--- config.mk ---
export PLATFORM = sky130hd
export DESIGN_NAME = dm_arbiter
export DESIGN_NICKNAME = d
export VERILOG_FILES = /design/src/rtl/dm_arbiter.sv
export SDC_FILE = /design/constraint.sdc
export NUM_CORES = 1
export LEC_CHECK = 0
export BUFFER_PORTS_ARGS = -buffer_cell sky130_fd_sc_hd__clkbuf_2
export CORE_AREA = 2 2 91 93
export CTS_CLUSTER_SIZE = 12
export DETAILED_ROUTE_END_ITERATION = 10
export DIE_AREA = 0 0 93 95
export MAX_ROUTING_LAYER = met4
export PLACE_DENSITY = 0.67
export SLEW_MARGIN = 20
export SYNTH_ARGS = -nofsm -noshare
export SYNTH_HDL_FRONTEND = slang
export SYNTH_SLANG_ARGS = --single-unit
--- constraint.sdc ---
create_clock -name i_clk -period 3.11 [get_ports i_clk]
set_clock_uncertainty 0.1 [all_clocks]
set_input_delay 0.622 -clock i_clk [delete_from_list [all_inputs] [get_ports i_clk]]
set_output_delay 0.622 -clock i_clk [all_outputs]
set_load 0.1 [all_outputs]
--- src/rtl/dm_arbiter.sv ---
// Two-port arbiter in front of the single-port BIP data memory. It serves the CPU and the UART
// debug port, and the CPU wins by default. Define DM_ARB_ROUND_ROBIN_EN for strict alternation.
module dm_arbiter #(
  parameter int unsigned DATA_LENGTH = 16,
  parameter int unsigned ADDR_LENGTH = 11,
  parameter int unsigned STARVE_MAX  = 4
) (
  input  logic                   i_clk,
  input  logic                   i_reset,
  input  logic                   i_cpu_req,
  input  logic                   i_cpu_we,
  input  logic [ADDR_LENGTH-1:0] i_cpu_addr,
  input  logic [DATA_LENGTH-1:0] i_cpu_wdata,
  output logic                   o_cpu_gnt,
  output logic                   o_cpu_rvalid,
  output logic [DATA_LENGTH-1:0] o_cpu_rdata,
  input  logic                   i_dbg_req,
  input  logic                   i_dbg_we,
  input  logic [ADDR_LENGTH-1:0] i_dbg_addr,
  input  logic [DATA_LENGTH-1:0] i_dbg_wdata,
  output logic                   o_dbg_gnt,
  output logic                   o_dbg_rvalid,
  output logic [DATA_LENGTH-1:0] o_dbg_rdata,
  output logic                   o_mem_en,
  output logic                   o_mem_we,
  output logic [ADDR_LENGTH-1:0] o_mem_addr,
  output logic [DATA_LENGTH-1:0] o_mem_wdata,
  input  logic [DATA_LENGTH-1:0] i_mem_rdata,
  output logic                   o_busy
);

  typedef enum logic [1:0] {
    StIdle   = 2'd0,
    StIssue  = 2'd1,
    StRdWait = 2'd2
  } state_e;

  state_e                 r_state;
  logic                   r_owner_dbg;
  logic                   r_cpu_gnt;
  logic                   r_dbg_gnt;
  logic                   r_cpu_rvalid;
  logic                   r_dbg_rvalid;
  logic [DATA_LENGTH-1:0] r_cpu_rdata;
  logic [DATA_LENGTH-1:0] r_dbg_rdata;
  logic                   r_mem_en;
  logic                   r_mem_we;
  logic [ADDR_LENGTH-1:0] r_mem_addr;
  logic [DATA_LENGTH-1:0] r_mem_wdata;

  logic                   w_any_req;
  logic                   w_dbg_wins;
  logic                   w_sel_we;
  logic [ADDR_LENGTH-1:0] w_sel_addr;
  logic [DATA_LENGTH-1:0] w_sel_wdata;

  assign w_any_req = i_cpu_req | i_dbg_req;

`ifdef DM_ARB_ROUND_ROBIN_EN
  // Under contention, whoever did not own the previous grant goes next.
  logic r_last_dbg;
  assign w_dbg_wins = i_dbg_req & (~i_cpu_req | ~r_last_dbg);
`else
  // Debug takes over once the CPU has won STARVE_MAX times in a row with debug waiting.
  logic [3:0] r_starve_cnt;
  assign w_dbg_wins = i_dbg_req & (~i_cpu_req | (r_starve_cnt == 4'(STARVE_MAX)));
`endif

  assign w_sel_we    = w_dbg_wins ? i_dbg_we    : i_cpu_we;
  assign w_sel_addr  = w_dbg_wins ? i_dbg_addr  : i_cpu_addr;
  assign w_sel_wdata = w_dbg_wins ? i_dbg_wdata : i_cpu_wdata;

  always_ff @(posedge i_clk or posedge i_reset) begin
    if (i_reset) begin
      r_state      <= StIdle;
      r_owner_dbg  <= 1'b0;
      r_cpu_gnt    <= 1'b0;
      r_dbg_gnt    <= 1'b0;
      r_cpu_rvalid <= 1'b0;
      r_dbg_rvalid <= 1'b0;
      r_cpu_rdata  <= '0;
      r_dbg_rdata  <= '0;
      r_mem_en     <= 1'b0;
      r_mem_we     <= 1'b0;
      r_mem_addr   <= '0;
      r_mem_wdata  <= '0;
`ifdef DM_ARB_ROUND_ROBIN_EN
      r_last_dbg   <= 1'b1;
`else
      r_starve_cnt <= '0;
`endif
    end else begin
      r_cpu_gnt    <= 1'b0;
      r_dbg_gnt    <= 1'b0;
      r_cpu_rvalid <= 1'b0;
      r_dbg_rvalid <= 1'b0;
      r_mem_en     <= 1'b0;
      r_mem_we     <= 1'b0;
      case (r_state)
        StIdle: begin
`ifndef DM_ARB_ROUND_ROBIN_EN
          if (!i_dbg_req || w_dbg_wins) begin
            r_starve_cnt <= '0;
          end else if (r_starve_cnt != 4'(STARVE_MAX)) begin
            r_starve_cnt <= r_starve_cnt + 4'd1;
          end
`endif
          if (w_any_req) begin
            r_state     <= StIssue;
            r_mem_en    <= 1'b1;
            r_mem_we    <= w_sel_we;
            r_mem_addr  <= w_sel_addr;
            r_mem_wdata <= w_sel_wdata;
            r_owner_dbg <= w_dbg_wins;
            r_cpu_gnt   <= ~w_dbg_wins;
            r_dbg_gnt   <= w_dbg_wins;
`ifdef DM_ARB_ROUND_ROBIN_EN
            r_last_dbg  <= w_dbg_wins;
`endif
          end
        end
        StIssue: begin
          r_state <= r_mem_we ? StIdle : StRdWait;
        end
        StRdWait: begin
          // Memory output is valid now; capture it so rvalid lands with the return to idle.
          if (r_owner_dbg) begin
            r_dbg_rdata  <= i_mem_rdata;
            r_dbg_rvalid <= 1'b1;
          end else begin
            r_cpu_rdata  <= i_mem_rdata;
            r_cpu_rvalid <= 1'b1;
          end
          r_state <= StIdle;
        end
        default: r_state <= StIdle;
      endcase
    end
  end

  assign o_cpu_gnt    = r_cpu_gnt;
  assign o_dbg_gnt    = r_dbg_gnt;
  assign o_cpu_rvalid = r_cpu_rvalid;
  assign o_dbg_rvalid = r_dbg_rvalid;
  assign o_cpu_rdata  = r_cpu_rdata;
  assign o_dbg_rdata  = r_dbg_rdata;
  assign o_mem_en     = r_mem_en;
  assign o_mem_we     = r_mem_we;
  assign o_mem_addr   = r_mem_addr;
  assign o_mem_wdata  = r_mem_wdata;
  assign o_busy       = (r_state != StIdle);

endmodule
; ---- Yosys cells after proc, flatten, opt, wreduce, memory -nomap -nowiden
; Index checks and enable logic that the tools add are counted.
[totals]
regBits = 72
[classes]
n_mux = 20
bitwise = 6
reduce_logical = 9
n_eq_ne = 5
addsub = 1
[op_table]
columns = operator, count
row1 = 16-bit two-way mux, 1
row2 = 1-bit two-way mux, 13
row3 = 11-bit two-way mux, 1
row4 = 4-bit two-way mux, 2
row5 = 2-bit AND reduction, 4
row6 = 4-bit by 1-bit adder with 4-bit output (second input constant), 1
row7 = 4-bit by 3-bit equality test with 1-bit output (second input constant), 1
row8 = 2-bit two-way mux, 2
row9 = 4-bit by 3-bit != test with 1-bit output (second input constant), 1
row10 = 2-bit case mux with 2 select lines, 1
row11 = 2-bit nonzero test, 2
row12 = 1-bit NOT, 3
row13 = 2-bit by 1-bit equality test with 1-bit output (second input constant), 1
row14 = 2-bit equality test (second input constant), 1
row15 = 2-bit logical NOT, 1
row16 = 2-bit != test (second input constant), 1
row17 = 1-bit OR, 2
row18 = 1-bit bitwise AND, 1
row19 = 1-bit logical NOT, 1
row20 = 1-bit logical OR, 1

; ---- Longest topological paths before layout
; Gate-level depths: netlist of the first run.
[depth]
ltp_word = 6
ltp_mapped = 7

; ---- Worst setup path after synthesis of the first run
; No wires, ideal clock.
[synth_timing]
path_type = register to output
start = register r_state[0]
end = output o_busy
setup_slack_ps = 1268
arrival_time_ps = 1120
path_stages_with_launch = 3
cell_sequence = dfrtp_1 > nor2_2 > inv_1
[synth_via]
elab_chain_cells = 1
[synth_lines]
columns = element, line_no
row1 = "start, declared", 38  ; state_e r_state;
row2 = "start signal, assigned", 75  ; r_state <= StIdle;
row3 = "start signal, assigned", 109  ; r_state <= StIssue;
row4 = "start signal, assigned", 123  ; r_state <= r_mem_we ? StIdle : StRdWait;
row5 = 2-bit nonzero test, 151  ; assign o_busy = (r_state != StIdle);
row6 = "end, declared", 29  ; output logic o_busy
; No other way between the ends.

; ---- Final worst setup path of the first run
[layout_timing]
start = register r_state[1]
end = output o_busy
; Same word-level chain as after synthesis.

==> results.toml, run 1 <==
[global_routing]
grt_usage_pct = 18.6
grt_max_degree = 73
grt_pass1_vias = 2575
globalRouteOverflowTotal = 0
grt_antenna_before_repair = 0
grt_pass1_wl_um = 12400

[cells_and_area]
drive_gt1_share_pct = 48.2
finish.net_count = 490
area_growth_pct = 31.0
num_antenna_cells = 0

[route]
drt_iter0_markers = 101
drc = 0
first_pass_iters = 4
wl_um = 7900
via_count = 2724
wl_per_cell_um = 15.1
avgViaCountPerCell = 5.22
antenna_left = 0

[yosys]
ys_top_cells_by_area = "dfrtp_1 (57%), mux2_2 (11%), o221ai_1 (7.5%)"
synth_flop_cell = "dfrtp_1"
synth_seq_cells = 72
synthArstFlopShare_pct = 100
synthTopCellsByCount = "dfrtp_1 (72), inv_1 (34), mux2_2 (32), nand4_1 (30), nand3_1 (28)"
synth.most_common_cell = "dfrtp_1"
yosys.area.top_type_share_pct = 57.1
yosysSeqAreaShare_pct = 57.1
syn_avg_cell_area_um2 = 11.5
synth_edf_count = 0
synth_cells = 275
yosys_warnings = 0
yosys.area.top_type = "dfrtp_1"
synthesis.area_mm2 = 0.00316
syn-num-nets = 353
synth_cell_types = 28

[hold_path]
min_path_type = "input pin to asynchronous set/reset pin"

[clock_tree]
cts_hold_buf = 0
cts-htree-levels = 3
cts.path.max_buffers = 2
tritoncts = "yes"
cts_setup_buffers = 0
insertion_delay_ns = 0.34
post_cts_resize_count = 0
cts_buffers = 9
cts.clk_slew.worst_paths_ns = 0.08
cts.sinks = 72
root_buffer = "clkbuf_8"

[die]
die_w_um = 93
rows = 33
core_area_mm2 = 0.00793
initial_core_util_pct = 39.8
die_area_mm2 = 0.00884
num_io_pins = 142
die_h_um = 95

[sta]
max_slew.worst_pin.slew_ns = 0.870
maxSlewHeadroom_pct = 41.8
fin_tns_setup_ns = 0
setup_viol = 0
fmax_mhz = 462
hold_viol = 0
rsz0062_at_grt = "no"
period_share_pct = 69.6
report.final.slew_viol_count = 0
fin_crit_ns = 2.16

[setup_path]
crit_path_end_kind = "output port"
r2r_slack_ns = 1.22
crit_type = "flop to output port"
r2r_cells = 2
cp.arrival_ns = 1.44
rr_startpoint = "r_state[0]"
cp-start-kind = "flop"
reg2reg_to = "o_dbg_rdata[6]"
critical_path_peak_fanout = 5
cp_slowest_cell = "clkbuf_2"
worstPathCellList = "nor2_4 > inv_1 > clkbuf_2"
critPathMaxStageDelay_ns = 0.48
required_ns = 2.39

[placement]
hpwl_um = 5520
io_buffers = 141
place_congestion = 0.802

[status]
outcome = "complete, no violations"

[run]
drv_cap = 0
[layout by cell type (no fill, tap or decap), types with 6 or more instances in the layout]
| cell type | n |
|---|---|
| clkbuf_2 | 141 |
| dfrtp_1 | 72 |
| inv_1 | 33 |
| mux2_2 | 32 |
| nand4_1 | 30 |
| nand3_1 | 28 |
| o221ai_1 | 27 |
| clkbuf_8 | 11 |
| nand2_1 | 7 |
| buf_4 | 6 |
[worst max-delay path, delay by kind of cell, from the launching register on]
family,cells,cell delay (ns)
buffers and inverters,2,0.60
flip-flops,1,0.44
AND/OR/NAND/NOR,1,0.07
[how the worst max path moves through the flow]
stage	slack [ns]	end	depth (start not counted)	startpoint
after CTS	0.92	o_busy	3	r_state[1]
final	0.95	o_busy	3	r_state[1]
after detailed placement	1.0	o_mem_wdata[14]	5	i_cpu_req
after floorplan	0.56	o_cpu_gnt	1	i_reset
after global placement	1.06	o_mem_wdata[6]	5	i_cpu_req
after global routing	0.87	o_busy	3	r_state[1]
[state kept, by name (all words and copies together), names as in the netlist, 2 cells and up]
signal / cells
o_mem_wdata: 16
o_mem_addr: 11
o_dbg_rdata: 16
o_cpu_rdata: 16
r_state: 2
r_starve_cnt: 4
[per-stage QoR]
stage	std cells	instance area [um2]	utilization (%)	hold WS (ns)	setup slack [ns]
finish	522	4140	52.2	0.232	0.946
CTS	522	4140	52.2	0.250	0.922
global route	522	4140	52.2	0.248	0.866
detailed placement	506	3950	49.9	0.364	0.995
floorplan	275	3160	-	0.383	0.563
global placement	506	3950	49.9	0.359	1.06
[final cells by class]
type	instances	area [um2]
fill	759	3790
sequential	72	1800
multi-input combinational	146	1120
timing repair buffer	148	771
clock buffer	11	151
inverter	35	131
tap	105	131
clock inverter	5	31.3
[cells by family after synthesis]
group / synth area share [%]
AO/OA/AOI/OAI: 8.72
adder cells (fa/ha/maj): 0.793
buffers and inverters: 7.69
flip-flops: 57.1
multiplexers: 11.7
AND/OR/NAND/NOR: 14.0
[per-layer routing]
metal	vias to the layer above	part of all wire, %	GRT usage, %
li1	1275	-	-
met1	1296	44	24.7
met2	142	45	27.1
met3	11	8.8	5.35
met4	0	1.4	6.99
met5	-	0	-
Power of run 1 is left out: the tool's default activity adds up to more than one toggle a clock period on the data nets, which glitch-free logic cannot reach.
==> inputs of run 2 (changes only) <==
--- a/config.mk
+++ b/config.mk
@@ -11,7 +11,7 @@
 export DETAILED_ROUTE_END_ITERATION = 10
 export DIE_AREA = 0 0 93 95
 export MAX_ROUTING_LAYER = met4
-export PLACE_DENSITY = 0.67
+export PLACE_DENSITY = 0.7
 export SLEW_MARGIN = 20
 export SYNTH_ARGS = -nofsm -noshare
 export SYNTH_HDL_FRONTEND = slang
==> constraint.sdc (replaced) <==
create_clock -name i_clk -period 1.9 [get_ports i_clk]
set_clock_uncertainty 0.1 [all_clocks]
set_input_delay 0.38 -clock i_clk [delete_from_list [all_inputs] [get_ports i_clk]]
set_output_delay 0.38 -clock i_clk [all_outputs]
set_load 0.1 [all_outputs]
==> results.toml, run 2 (synthesized netlist as in run 1, its figures left out) <==
[status]
outcome = "complete, no violations"

[route]
avgViaCountPerCell = 5.07
wl_um = 7500
drt_iter0_markers = 76
drc = 0
via_count = 2682
antenna_left = 0
first_pass_iters = 4
wl_per_cell_um = 14.2

[sta]
max_slew.worst_pin.slew_ns = 0.561
fmax_mhz = 575
setup_viol = 0
period_share_pct = 91.5
report.final.slew_viol_count = 0
fin_crit_ns = 1.74
maxSlewHeadroom_pct = 62.7
fin_tns_setup_ns = 0
hold_viol = 0
rsz0062_at_grt = "no"

[setup_path]
worstPathCellList = "nor2_4 > inv_1 > buf_12"
r2r_slack_ns = 0.33
critPathMaxStageDelay_ns = 0.45
crit_path_end_kind = "output port"
required_ns = 1.42
cp.arrival_ns = 1.26
cp_slowest_cell = "dfrtp_1"
cp-start-kind = "flop"
r2r_cells = 4
crit_type = "flop to output port"
rr_startpoint = "r_state[1]"
critical_path_peak_fanout = 5
reg2reg_to = "o_mem_wdata[9]"

[die]
rows = 33
die_area_mm2 = 0.00884
core_area_mm2 = 0.00793
die_w_um = 93
num_io_pins = 142
initial_core_util_pct = 39.8
die_h_um = 95

[cells_and_area]
area_growth_pct = 33.7
num_antenna_cells = 0
drive_gt1_share_pct = 48.6
finish.net_count = 497
layout_commonest_cell = "clkbuf_2"
layout_common_cells = "clkbuf_2 (140), dfrtp_1 (72), inv_1 (33), mux2_2 (32), nand4_1 (30)"

[hold_path]
hp-start = "i_dbg_we"
min_path_type = "input pin to flop"
min_to = "o_mem_we"
whs_path_depth = 3

[clock_tree]
cts.path.max_buffers = 2
cts_buffers = 9
cts_setup_buffers = 0
cts.sinks = 72
cts-htree-levels = 3
root_buffer = "clkbuf_8"
cts.clk_slew.worst_paths_ns = 0.08
tritoncts = "yes"
cts_hold_buf = 1
insertion_delay_ns = 0.33
post_cts_resize_count = 0

[placement]
place_congestion = 0.778
hpwl_um = 5500
io_buffers = 141

[global_routing]
grt_pass1_wl_um = 11800
grt_usage_pct = 17.8
grt_antenna_before_repair = 0
globalRouteOverflowTotal = 0
grt_max_degree = 38
grt_pass1_vias = 2449

[run]
drv_cap = 0
[run 2: cell count changes in the layout (fill, tap and decap cells not counted), sizes merged]
cell / change
dlygate4sd3: +1
clkinv: -1
buf: +7
[run 2: per-layer routing]
layer / up-vias / share of wire, % / global-route usage, %
met2: 103 / 49 / 29.1
met3: 9 / 6.3 / 3.75
met4: 0 / 1.4 / 7.35
met5: - / 0 / -
met1: 1282 / 43 / 21.7
li1: 1288 / - / -
[run 2: through the flow]
step           hold slack [ns]  instance area (um2)  utilization, %  setup WS (ns)  instances
2_1_floorplan            0.383                 3160               -          0.243        275
3_3_place_gp             0.334                 4030            50.8          0.316        512
3_5_place_dp             0.338                 4030            50.8          0.253        512
4_1_cts                  0.156                 4220            53.3          0.145        529
5_1_grt                  0.173                 4220            53.3         0.0870        529
6_report                 0.169                 4220            53.3          0.162        529
[run 2: worst max-delay path, delay by kind of cell, from the launching register on]
kind	cells	cell delay (ns)
flops	1	0.45
buf+inv	2	0.31
simple gates	1	0.17
[run 2: worst max-delay path by stage]
stage	start	endpoint	slack, ns
6_report	r_state[1]	o_busy	0.16
4_1_cts	r_state[1]	o_busy	0.14
2_1_floorplan	r_state[1]	r_starve_cnt[2]	0.24
3_3_place_gp	i_cpu_req	o_mem_wdata[10]	0.32
3_5_place_dp	i_dbg_req	o_mem_addr[1]	0.25
5_1_grt	r_state[1]	o_busy	0.09
[run 2: area by class of cell]
type                    instances  area (um2)
well taps                     105         131
multi-input cells             146        1120
fillers                       728        3710
clock buffers                  12         155
clock inverters                 4        27.5
flip-flops and latches         72        1800
repair buffers                155         853
inverters                      35         135
Power of run 2 is left out for the same reason.
==> inputs of run 3 (changes only) <==
--- a/config.mk
+++ b/config.mk
@@ -6,10 +6,12 @@
 export NUM_CORES = 1
 export LEC_CHECK = 0
 export BUFFER_PORTS_ARGS = -buffer_cell sky130_fd_sc_hd__clkbuf_2
-export CORE_AREA = 2 2 91 93
+export CELL_PAD_IN_SITES_DETAIL_PLACEMENT = 1
+export CELL_PAD_IN_SITES_GLOBAL_PLACEMENT = 2
+export CORE_AREA = 2 2 116 118
 export CTS_CLUSTER_SIZE = 12
 export DETAILED_ROUTE_END_ITERATION = 10
-export DIE_AREA = 0 0 93 95
+export DIE_AREA = 0 0 118 120
 export MAX_ROUTING_LAYER = met4
 export PLACE_DENSITY = 0.7
 export SLEW_MARGIN = 20
==> results.toml, run 3 (synthesized netlist as in run 1, its figures left out) <==
[setup_path]
worstPathCellList = "nor2_4 > inv_1 > buf_12"
cp.arrival_ns = 1.26
critPathMaxStageDelay_ns = 0.44
crit_type = "flop to output port"
r2r_slack_ns = 0.28
critical_path_peak_fanout = 5
crit_buf_inv = 2
cp_slowest_cell = "dfrtp_1"
reg2reg_to = "o_mem_wdata[12]"
required_ns = 1.42
crit_path_end_kind = "output port"
rr_startpoint = "r_starve_cnt[0]"
r2r_cells = 6
cp-start-kind = "flop"
cp_top_family = "flip-flops"

[placement]
hpwl_um = 6830
io_buffers = 141
dpl.cell_count = 583
place_congestion = 0.714

[sta]
max_slew.worst_pin.slew_ns = 0.568
hold_viol = 0
fin_tns_setup_ns = 0
fmax_mhz = 574
rsz0062_at_grt = "no"
report.final.slew_viol_count = 0
period_share_pct = 91.7
setup_viol = 0
maxSlewHeadroom_pct = 62.3
fin_crit_ns = 1.74

[route]
antenna_left = 0
via_count = 2725
avgViaCountPerCell = 4.55
wl_um = 9290
drt_iter0_markers = 136
wl_per_cell_um = 15.5
drc = 0
first_pass_iters = 4

[clock_tree]
cts_buffers = 9
cts.path.max_buffers = 2
cts.sinks = 72
cts_setup_buffers = 0
insertion_delay_ns = 0.32
cts.clk_slew.worst_paths_ns = 0.06
cts-htree-levels = 3
root_buffer = "clkbuf_16"
tritoncts = "yes"
post_cts_resize_count = 0

[die]
num_io_pins = 142
rows = 42
die_w_um = 118
die_h_um = 120
core_area_mm2 = 0.0130
initial_core_util_pct = 24.3
die_area_mm2 = 0.0142

[global_routing]
grt_max_degree = 38
grt_pass1_vias = 2941
grt_pass1_wl_um = 15400
grt_antenna_before_repair = 0
grt_usage_pct = 14.2
globalRouteOverflowTotal = 0

[status]
outcome = "complete, no violations"

[cells_and_area]
layout_commonest_cell = "clkbuf_2"
layout_common_cells = "clkbuf_2 (140), dfrtp_1 (72), inv_1 (33), mux2_2 (32), nand4_1 (30)"
num_antenna_cells = 0
area_growth_pct = 39.9
drive_gt1_share_pct = 48.2
final_cells = 599
finish.net_count = 497

[hold_path]
whs_path_depth = 3
min_path_type = "input pin to flop"
min_to = "o_mem_we"
hp-start = "i_dbg_we"

[run]
drv_cap = 0
-- run 3: changes by cell type in the layout (fill, tap and decap cells not counted), sizes merged --
cell      change
bufinv        +1
clkinv        -2
clkinvlp      +1
inv           -1
-- run 3: worst max-delay path by stage --
stage	startpoint	to	slack [ns]	cells past startpoint
finish	r_state[1]	o_busy	0.16	3
global route	r_state[1]	o_busy	0.09	3
CTS	r_state[1]	o_busy	0.14	3
detailed placement	i_dbg_req	o_mem_wdata[12]	0.22	5
global placement	i_dbg_req	o_mem_wdata[10]	0.29	5
floorplan	r_state[1]	r_starve_cnt[2]	0.24	4
-- run 3: repair_timing --
action / in CTS / in global routing
endpoints found under the hold margin: 18 / 0
endpoints found under the setup margin: 0 / 0
hold buffers: 1 / 0
-- run 3: final cells by class --
type	instances	area, um2
Sequential cell	72	1800
Clock inverter	3	42.5
Clock buffer	12	246
Timing Repair Buffer	155	853
Multi-Input combinational cell	146	1120
Tap cell	176	220
Fill cell	1491	8560
Inverter	35	135
-- run 3: routing by layer --
layer	track usage [%]	share of wire, %	vias up
li1	-	-	1296
met1	18.3	47	1306
met2	22.1	46	110
met3	2.66	5.2	13
met4	5.87	1.8	0
met5	-	0	-
-- run 3: tightest hold or removal path, cell delays in order --
cell and delay [ns]:
clkbuf_2 0.08, nand2_1 0.04, o21ai_0 0.06
-- run 3: through the flow --
stage	hold slack, ns	worst slack [ns]	util [%]	instance area, um2
floorplan	0.383	0.243	-	3160
global placement	0.337	0.290	31.7	4120
CTS	0.175	0.139	34.0	4420
global route	0.201	0.0858	34.0	4420
detailed placement	0.343	0.217	31.7	4120
finish	0.185	0.158	34.0	4420
Power of run 3 is left out for the same reason.
